$ cat src/rtl/md_init_loader_pkg.sv
// rtl/md_init_loader_pkg.sv - record layout, lane geometry and FSM states for the init loader
package md_init_loader_pkg;

  localparam int LANES            = 4;
  localparam int SUB_PACKET_WIDTH = 128;
  localparam int OFFSET_WIDTH     = 23;
  localparam int ELEMENT_WIDTH    = 2;

  localparam int X_LSB    = 0;
  localparam int Y_LSB    = 32;
  localparam int Z_LSB    = 64;
  localparam int ELEM_LSB = 96;

  typedef struct packed {
    logic [ELEMENT_WIDTH-1:0] element;
    logic [OFFSET_WIDTH-1:0]  z;
    logic [OFFSET_WIDTH-1:0]  y;
    logic [OFFSET_WIDTH-1:0]  x;
  } init_rec_t;

  typedef enum logic [1:0] {
    ST_IDLE = 2'd0,
    ST_SKIP = 2'd1,
    ST_LOAD = 2'd2,
    ST_DONE = 2'd3
  } load_state_t;

endpackage

$ cat src/rtl/md_init_lane_unpack.sv
// rtl/md_init_lane_unpack.sv - slices one packed particle record into its fields
module md_init_lane_unpack
  import md_init_loader_pkg::*;
(
  input  logic [SUB_PACKET_WIDTH-1:0] rec_data,
  output init_rec_t                   rec
);

  logic unused_pad;

  assign rec.x       = rec_data[X_LSB +: OFFSET_WIDTH];
  assign rec.y       = rec_data[Y_LSB +: OFFSET_WIDTH];
  assign rec.z       = rec_data[Z_LSB +: OFFSET_WIDTH];
  assign rec.element = rec_data[ELEM_LSB +: ELEMENT_WIDTH];

  // Padding between fields carries no information.
  assign unused_pad = ^{rec_data[SUB_PACKET_WIDTH-1:ELEM_LSB+ELEMENT_WIDTH],
                        rec_data[ELEM_LSB-1:Z_LSB+OFFSET_WIDTH],
                        rec_data[Z_LSB-1:Y_LSB+OFFSET_WIDTH],
                        rec_data[Y_LSB-1:X_LSB+OFFSET_WIDTH]};

endmodule

$ cat src/rtl/md_init_loader.sv
// rtl/md_init_loader.sv - unpacks the init stream into masked per-cell position-cache writes
module md_init_loader
  import md_init_loader_pkg::*;
#(
  parameter int NUM_CELLS         = 8,
  parameter int PARTICLE_ID_WIDTH = 8
) (
  input  logic                                    clk,
  input  logic                                    rst,
  input  logic                                    i_start,
  input  logic [NUM_CELLS*PARTICLE_ID_WIDTH-1:0]  i_npc,
  input  logic [LANES*SUB_PACKET_WIDTH-1:0]       s_axis_tdata,
  input  logic                                    s_axis_tvalid,
  input  logic                                    s_axis_tlast,
  output logic                                    s_axis_tready,
  output logic [PARTICLE_ID_WIDTH-1:0]            o_wr_addr,
  output logic [NUM_CELLS*3*OFFSET_WIDTH-1:0]     o_wr_data,
  output logic [NUM_CELLS*ELEMENT_WIDTH-1:0]      o_wr_element,
  output logic [NUM_CELLS-1:0]                    o_wr_en,
  output logic                                    o_busy,
  output logic                                    o_done,
  output logic                                    o_err_tlast
);

  localparam int NUM_GROUPS = NUM_CELLS / LANES;
  localparam int GRP_W      = (NUM_GROUPS > 1) ? $clog2(NUM_GROUPS) : 1;
  localparam int CELL_DW    = 3 * OFFSET_WIDTH;
  localparam int W          = PARTICLE_ID_WIDTH;
  localparam logic [GRP_W-1:0] LAST_GRP = GRP_W'(NUM_GROUPS - 1);

  load_state_t state, state_nxt;
  logic [GRP_W-1:0]             grp, grp_nxt;
  logic [W-1:0]                 addr, addr_nxt;
  logic [NUM_CELLS*W-1:0]       npc_q;
  logic [W-1:0]                 gmax;
  logic                         rest_zero;
  logic                         err_q;
  logic                         start_ok, accept, group_end, final_beat;
  logic [NUM_CELLS-1:0]         in_grp, lane_sel;
  logic [NUM_CELLS*CELL_DW-1:0] wr_data_nxt;
  logic [NUM_CELLS*ELEMENT_WIDTH-1:0] wr_elem_nxt;
  init_rec_t                    rec [LANES];

  for (genvar k = 0; k < LANES; k++) begin : g_lane
    md_init_lane_unpack u_unpack (
      .rec_data (s_axis_tdata[k*SUB_PACKET_WIDTH +: SUB_PACKET_WIDTH]),
      .rec      (rec[k])
    );
  end

  for (genvar c = 0; c < NUM_CELLS; c++) begin : g_cell
    localparam int L = c % LANES;
    localparam logic [GRP_W-1:0] CG = GRP_W'(c / LANES);
    logic [W-1:0] cnt;
    assign cnt         = npc_q[c*W +: W];
    assign in_grp[c]   = (grp == CG);
    // A cell shorter than its group's longest cell stops being written once addr reaches its count.
    assign lane_sel[c] = accept && in_grp[c] && (addr < cnt);
    assign wr_data_nxt[c*CELL_DW +: CELL_DW] =
      lane_sel[c] ? {rec[L].z, rec[L].y, rec[L].x} : '0;
    assign wr_elem_nxt[c*ELEMENT_WIDTH +: ELEMENT_WIDTH] =
      lane_sel[c] ? rec[L].element : '0;
  end

  // Longest cell in the current group, and whether every later group is empty.
  always_comb begin
    gmax      = '0;
    rest_zero = 1'b1;
    for (int c = 0; c < NUM_CELLS; c++) begin
      if (in_grp[c] && (npc_q[c*W +: W] > gmax)) gmax = npc_q[c*W +: W];
      if (((c / LANES) > int'(grp)) && (npc_q[c*W +: W] != '0)) rest_zero = 1'b0;
    end
  end

  assign s_axis_tready = (state == ST_LOAD);
  assign o_busy        = (state == ST_SKIP) || (state == ST_LOAD);
  assign o_done        = (state == ST_DONE);
  assign o_err_tlast   = err_q;

  assign start_ok   = i_start && ((state == ST_IDLE) || (state == ST_DONE));
  assign accept     = s_axis_tvalid && s_axis_tready;
  assign group_end  = (addr == gmax - 1'b1);
  // Trailing all-zero groups still cost SKIP cycles but carry no beats.
  assign final_beat = group_end && rest_zero;

  always_comb begin
    state_nxt = state;
    grp_nxt   = grp;
    addr_nxt  = addr;
    case (state)
      ST_IDLE, ST_DONE: begin
        if (i_start) begin
          state_nxt = ST_SKIP;
          grp_nxt   = '0;
          addr_nxt  = '0;
        end
      end
      ST_SKIP: begin
        if (gmax == '0) begin
          if (grp == LAST_GRP) state_nxt = ST_DONE;
          else                 grp_nxt   = grp + 1'b1;
        end else begin
          state_nxt = ST_LOAD;
        end
      end
      ST_LOAD: begin
        if (accept) begin
          if (group_end) begin
            addr_nxt = '0;
            if (grp == LAST_GRP) begin
              state_nxt = ST_DONE;
            end else begin
              grp_nxt   = grp + 1'b1;
              state_nxt = ST_SKIP;
            end
          end else begin
            addr_nxt = addr + 1'b1;
          end
        end
      end
      default: state_nxt = ST_IDLE;
    endcase
  end

  always_ff @(posedge clk) begin
    if (rst) begin
      state        <= ST_IDLE;
      grp          <= '0;
      addr         <= '0;
      npc_q        <= '0;
      err_q        <= 1'b0;
      o_wr_addr    <= '0;
      o_wr_data    <= '0;
      o_wr_element <= '0;
      o_wr_en      <= '0;
    end else begin
      state   <= state_nxt;
      grp     <= grp_nxt;
      addr    <= addr_nxt;
      o_wr_en <= lane_sel;
      if (start_ok) begin
        npc_q <= i_npc;
        err_q <= 1'b0;
      end else if (accept && (s_axis_tlast != final_beat)) begin
        err_q <= 1'b1;
      end
      if (accept) begin
        o_wr_addr    <= addr;
        o_wr_data    <= wr_data_nxt;
        o_wr_element <= wr_elem_nxt;
      end
    end
  end

endmodule

$ cat config.mk
export PLATFORM = sky130hd
export DESIGN_NAME = md_init_loader
export DESIGN_NICKNAME = d
export VERILOG_FILES = /design/src/rtl/md_init_loader_pkg.sv /design/src/rtl/md_init_lane_unpack.sv /design/src/rtl/md_init_loader.sv
export SDC_FILE = /design/constraint.sdc
export NUM_CORES = 1
export LEC_CHECK = 0
export CAP_MARGIN = 20
export CORE_AREA = 2 2 457 459
export DETAILED_ROUTE_END_ITERATION = 16
export DIE_AREA = 0 0 459 461
export PLACE_DENSITY_LB_ADDON = 0.3
export SLEW_MARGIN = 30
export SYNTH_ARGS = -nofsm -noshare
export SYNTH_HDL_FRONTEND = slang
export SYNTH_HIERARCHICAL = 1
export SYNTH_SLANG_ARGS = --single-unit
$ cat constraint.sdc
create_clock -name clk -period 14.88 [get_ports clk]
set_input_delay 2.976 -clock clk [delete_from_list [all_inputs] [get_ports clk]]
set_output_delay 2.976 -clock clk [all_outputs]
set_load 0.005 [all_outputs]
==> results of run 1 <==
==> cell type report <==
class                   count  area share [%]
repair buffers           1127           26.06
flip-flops and latches    660           31.51
clock buffers             114           5.464
clock inverters            29          0.9399
well taps                2704           8.068
diodes                     20          0.1194
multi-input cells        1400           27.02
inverters                  90          0.8176
==> routing by layer <==
metal | part of all wire (%) | global-route usage [%] | vias up
li1 | - | - | 10760
met1 | 40 | 15.02 | 11340
met2 | 48 | 21.77 | 866
met3 | 9.4 | 5.711 | 285
met4 | 2.4 | 3.811 | 90
met5 | 0.41 | 0 | -
==> flip-flops by register name (all words and copies together) (netlist names) <==
signal,count
grp,1
o_wr_en,8
o_err_tlast,1
o_wr_addr,8
npc_q,64
state,2
o_wr_element,16
addr,8
o_wr_data,552
==> logic make-up (layout without fill, tap and decap cells) <==
| family | after synthesis | after routing |
|---|---|---|
| compound gates | 846 | 846 |
| simple gates | 393 | 393 |
| fa+ha+maj | 109 | 109 |
| other cells | 0 | 20 |
| buf+inv | 539 | 1360 |
| flops | 660 | 660 |
| mux | 27 | 28 |
| xor+xnor | 24 | 24 |
==> through the flow <==
stage | instance area [µm²] | total power [mW] | hold slack [ns] | cells | setup WS [ns]
2_1_floorplan | 26900 | 3.473 | 0.4363 | 2598 | 0.04022
3_3_place_gp | 38140 | 4.428 | 0.4495 | 5940 | -0.5487
3_5_place_dp | 38150 | 4.449 | 0.4484 | 5940 | -0.6380
4_1_cts | 41120 | 6.728 | 0.4566 | 6101 | 0.01263
5_1_grt | 41910 | 7.374 | 0.4845 | 6134 | -0.07670
6_report | 41930 | 6.953 | 0.4551 | 6144 | 0.5719
==> how the worst max path moves through the flow <==
stage,slack [ns],to
2_1_floorplan,0.04,state[1]
3_3_place_gp,-0.55,addr[0]
3_5_place_dp,-0.64,addr[0]
4_1_cts,0.01,state[1]
5_1_grt,-0.08,state[1]
6_report,0.57,state[1]
==> repair_timing <==
item                                    CTS  global route
endpoints found under the setup margin   12            12
pin swaps                                24            54
resized for setup                        42           109
hold buffers                              0             0
cloned                                    1             1
buffers inserted                         17            20
==> power breakdown <==
group | total (mW) | internal, mW | switching (mW)
clock network | 2.02 | 1.17 | 0.844
registers | 1.88 | 1.82 | 0.0587
logic | 3.06 | 1.53 | 1.53
total | 6.95 | 4.52 | 2.44
==> cell usage in the layout (no fill, tap or decap), types with 6 or more instances in the layout <==
cell	count
nand3_1	20
buf_6	6
clkdlybuf4s50_1	939
dfxtp_1	659
nand2b_1	28
nor2b_1	16
diode_2	20
a21o_1	13
o211ai_1	6
ha_1	89
ha_4	16
a211oi_1	10
mux2i_1	10
nor2_1	44
clkbuf_1	19
a21oi_1	102
inv_1	81
clkbuf_16	82
nand2_1	181
and3_1	7
a21oi_2	17
mux2_4	9
a31oi_1	8
o21ai_0	28
nor2_2	9
nand4_1	11
a211oi_4	9
a21boi_0	6
nor3_1	18
buf_4	175
xnor2_1	18
nand2_2	9
clkbuf_8	14
and2_1	8
a22o_1	570
clkinv_2	10
o21ai_2	12
mux2_2	6
inv_2	7
==> critical path, delay by kind of cell (launching register included) <==
kind | cells | cell delay, ns
AOI/OAI and AO/OA | 26 | 5.33
xor gates and xnor gates | 1 | 0.16
adders and majority gates | 8 | 2.00
muxes | 8 | 2.22
buffers and inverters | 12 | 1.43
and+or+nand+nor | 18 | 2.72
DFF | 1 | 0.34
==> flow_summary.ini, run 1 <==
[status]
status = completed

[critical_path]
cp_max_fo = 6
crit_arrival_ns = 14.90
critical-path-slowest-cell = mux4_2
reg2reg_to = state[1]
crit_path_end_kind = flop
critPathKind = flop to flop
startpoint = grp
cp.required_ns = 15.48
cp-start-kind = flop
reg2reg_slack_ns = 0.57
cpPeakStageDelay_ns = 0.49
reg2reg_depth = 73
reg2reg_from = grp

[place]
port-buffer-count = 940
dp_hpwl_um = 117000
gp_congestion = 0.8122

[final_layout]
area_delta_synth_final_pct = 56.01
drive_gt1_share_pct = 13.77
regArea_um2 = 13210
postLayoutCoreUtil_pct = 20.31
fin_nets = 4049
multi_input_area_um2 = 11330
nFillCells = 22580

[hold_path]
min-delay-start = npc_q[24]
hold_path_depth = 2
hold_class = flop to flop
holdPathEnd = npc_q[24]

[synth]
ys_seq_elements = 660
syn_area_per_cell_um2 = 10.35
synth.area.top_cells = dfxtp_1 (49%), a22o_1 (19%), buf_4 (8.0%)
netlist_area_um2 = 26880
synthAdderAreaFrac_pct = 5.065
synth_top_family_by_area = compound AO/OA/AOI/OAI gates
synth_compound_area_share_pct = 25.49
synth_xor_area_share_pct = 0.7821
synthMuxAreaShare_pct = 1.117
ys_warn_count = 6
netlist.area_leader.share_pct = 49.16
synth_most_common_cell = dfxtp_1
synth_simple_gate_area_share_pct = 6.782
synth_fp_nets = 3287
synth.distinct_cells = 84
synth_top_cell_by_area = dfxtp_1
postSynth.asyncResetShare_pct = 0
yosysSeqAreaShare_pct = 49.16
synthFlopType = dfxtp_1
synth-edff-count = 0
synth_cells = 2598
synth_commonest_cells = dfxtp_1 (660), a22o_1 (570), buf_4 (286)

[cts]
clk_latency_ns = 0.71
cts_tree = done
clk_pin_slew_ns = 0.06
numCtsBuffers = 81
root_buffer = clkbuf_16
numClockSinks = 660
clk_path_buf_depth = 3
htree_levels = 3

[floorplanning]
core_um2 = 206400
start_util_pct = 13.02
dieArea_um2 = 211600
fp.dieW_um = 459
rows = 167
io-pin-count = 1169
die_h_um = 461

[drt]
ant_nets = 0
vias = 23330
wl_per_cell_um = 23.74
firstDrtPassIters = 5
routed_wl_um = 145800
drc = 0
vias_per_cell = 3.798
dr.first_iter.drc_count = 1314

[grt]
grt_antenna_before_repair = 106
grt_pass1_vias = 22080
grt_pass1_wl_um = 191700
grt.total_usage_pct = 13.06
gr-total-overflow = 0
grt_max_degree = 183

[run]
cap_violations = 0

[sta]
fin_crit_sh_pct = 96.16
fin_worst_skew_ns = 0.04908
clock.fmax_mhz = 69.89
timing.final.max_slew_violations = 0
worst_pin_slew_ns = 1.131
relSlewSlack_pct = 24.59
fin_crit_ns = 14.31
setup_viol_count_final = 0
hold_viol = 0
fin_tns_setup_ns = 0

[power]
p_per_area_nw_per_um2 = 165.8
ir_worst_vdd_mv = 0.1398
p_leak_nw = 15.32
Note: power is estimated with default switching activity, not from simulation.
==> inputs of run 2 (changes only) <==
--- a/config.mk
+++ b/config.mk
@@ -7,6 +7,7 @@
 export LEC_CHECK = 0
 export CAP_MARGIN = 20
 export CORE_AREA = 2 2 457 459
+export CTS_CLUSTER_DIAMETER = 100
 export DETAILED_ROUTE_END_ITERATION = 16
 export DIE_AREA = 0 0 459 461
 export PLACE_DENSITY_LB_ADDON = 0.3
==> run 2 against run 1 <==
Hold slack worse by 0.00060 ns; core utilization about the same; first-iteration DRC count fell by 6.2%; clock power about the same; clock skew shrank 0.0012 ns; routed wire length about the same; critical path depth is the same.
==> flow_summary.ini, run 2 (synthesized netlist as in run 1, its figures left out) <==
[floorplanning]
core_um2 = 206400
rows = 167
io-pin-count = 1169
start_util_pct = 13.02
die_h_um = 461
dieArea_um2 = 211600
fp.dieW_um = 459

[grt]
gr-total-overflow = 0
globalRouteMet1Util_pct = 15.03
grt_antenna_before_repair = 106
grt_pass1_wl_um = 191600
use_met2_pct = 21.77
grt_pass1_vias = 22100
busiest_layer = met2
grt.total_usage_pct = 13.05
grtUsageMet3_pct = 5.687
grt_max_degree = 183

[sta]
worst_pin_slew_ns = 1.127
fin_crit_ns = 14.29
clock.fmax_mhz = 69.97
setup_viol_count_final = 0
relSlewSlack_pct = 24.87
hold_viol = 0
timing.final.max_slew_violations = 0
fin_worst_skew_ns = 0.04790
fin_crit_sh_pct = 96.05

[place]
placed_cell_area_um2 = 38150
port-buffer-count = 940
gp_congestion = 0.8122
dp_hpwl_um = 117000

[critical_path]
cp.required_ns = 15.47
reg2reg_from = grp
reg2reg_slack_ns = 0.59
critical-path-slowest-cell = mux4_2
critPathKind = flop to flop
reg2reg_depth = 73
cp-start-kind = flop
worst_path_most_repeated_cell = buf_4
cpLargestDelayFamily = compound AO/OA/AOI/OAI gates
reg2reg_to = state[1]
cpPeakStageDelay_ns = 0.49
path_buf_inv = 13
crit_arrival_ns = 14.88
crit_path_end_kind = flop
cp_max_fo = 6

[cts]
cts_hold_buf = 0
root_buffer = clkbuf_16
clk_path_buf_depth = 3
numCtsBuffers = 81
cts_tree = done
htree_levels = 3
numClockSinks = 660
clk_latency_ns = 0.70
clk_pin_slew_ns = 0.06

[drt]
firstDrtPassIters = 5
drc = 0
routed_wl_um = 145800
dr.first_iter.drc_count = 1233
vias = 23280
ant_nets = 0
vias_per_cell = 3.789
wl_per_cell_um = 23.73

[power]
p_leak_nw = 15.33
p_total_mw = 6.952
ir_worst_vdd_mv = 0.1386
p_per_area_nw_per_um2 = 165.8

[final_layout]
final_common_cell = clkdlybuf4s50_1
nFillCells = 22570
fin_nets = 4049
top_regs = o_wr_data: 552 flops, npc_q: 64 flops, o_wr_element: 16 flops
final_cell_mix = clkdlybuf4s50_1 (939), dfxtp_1 (659), a22o_1 (570)
drive_gt1_share_pct = 13.77
area_delta_synth_final_pct = 56.05
design_area_um2 = 41940
top_register = o_wr_data
largest_reg_flops = 552
postLayoutCoreUtil_pct = 20.32

[status]
status = completed

[hold_path]
min-delay-start = npc_q[24]
holdPathEnd = npc_q[24]
hold_class = flop to flop
hold_path_depth = 2

[run]
cap_violations = 0
==> run 2: report_power, final <==
group / switching, mW / total (mW) / leakage, nW / internal, mW
clock network: 0.842 / 2.02 / 1.32 / 1.18
registers: 0.0583 / 1.88 / 5.33 / 1.82
logic: 1.53 / 3.06 / 8.69 / 1.53
==> run 2: through the flow <==
step | hold WS (ns) | TNS (ns) | std cells | setup slack (ns)
2_1_floorplan | 0.4363 | 0 | 2598 | 0.04022
3_5_place_dp | 0.4484 | -6.720 | 5940 | -0.6380
6_report | 0.4545 | 0 | 6145 | 0.5878
5_1_grt | 0.4845 | -0.2486 | 6134 | -0.06568
3_3_place_gp | 0.4495 | -5.720 | 5940 | -0.5487
4_1_cts | 0.4566 | 0 | 6101 | 0.01294
==> run 2: worst max path at each step <==
stage	cells after the start	startpoint	slack (ns)	endpoint
detailed placement	75	grp	-0.64	addr[0]
finish	73	grp	0.59	state[1]
global route	78	grp	-0.07	state[1]
CTS	72	grp	0.01	state[1]
global placement	72	grp	-0.55	addr[0]
floorplan	75	grp	0.04	state[1]
==> run 2: layer usage <==
metal	part of all wire [%]	vias to the layer above
met2	48	839
met3	9.3	293
met1	40	11300
met5	0.41	-
li1	-	10760
met4	2.3	90
==> run 2: tightest hold or removal path: cells and delay by family (launching register included) <==
family          cells  cell delay [ns]
flops               1             0.31
compound gates      1             0.05
simple gates        1             0.05
==> run 2: timing repair <==
item | CTS | global route
resized for setup | 42 | 109
buffers inserted | 17 | 20
cloned | 1 | 1
pin swaps | 24 | 54
hold endpoints to repair | 0 | 0
endpoints found under the setup margin | 12 | 12
==> run 2: area by class of cell <==
cell class | instances | area (µm²) | share of cell area (%)
Clock inverter | 28 | 389.1 | 0.9277
Sequential cell | 660 | 13210 | 31.50
Clock buffer | 115 | 2305 | 5.495
Multi-Input combinational cell | 1400 | 11330 | 27.02
Inverter | 90 | 342.8 | 0.8174
Tap cell | 2704 | 3383 | 8.066
Antenna cell | 21 | 52.55 | 0.1253
Timing Repair Buffer | 1127 | 10930 | 26.05
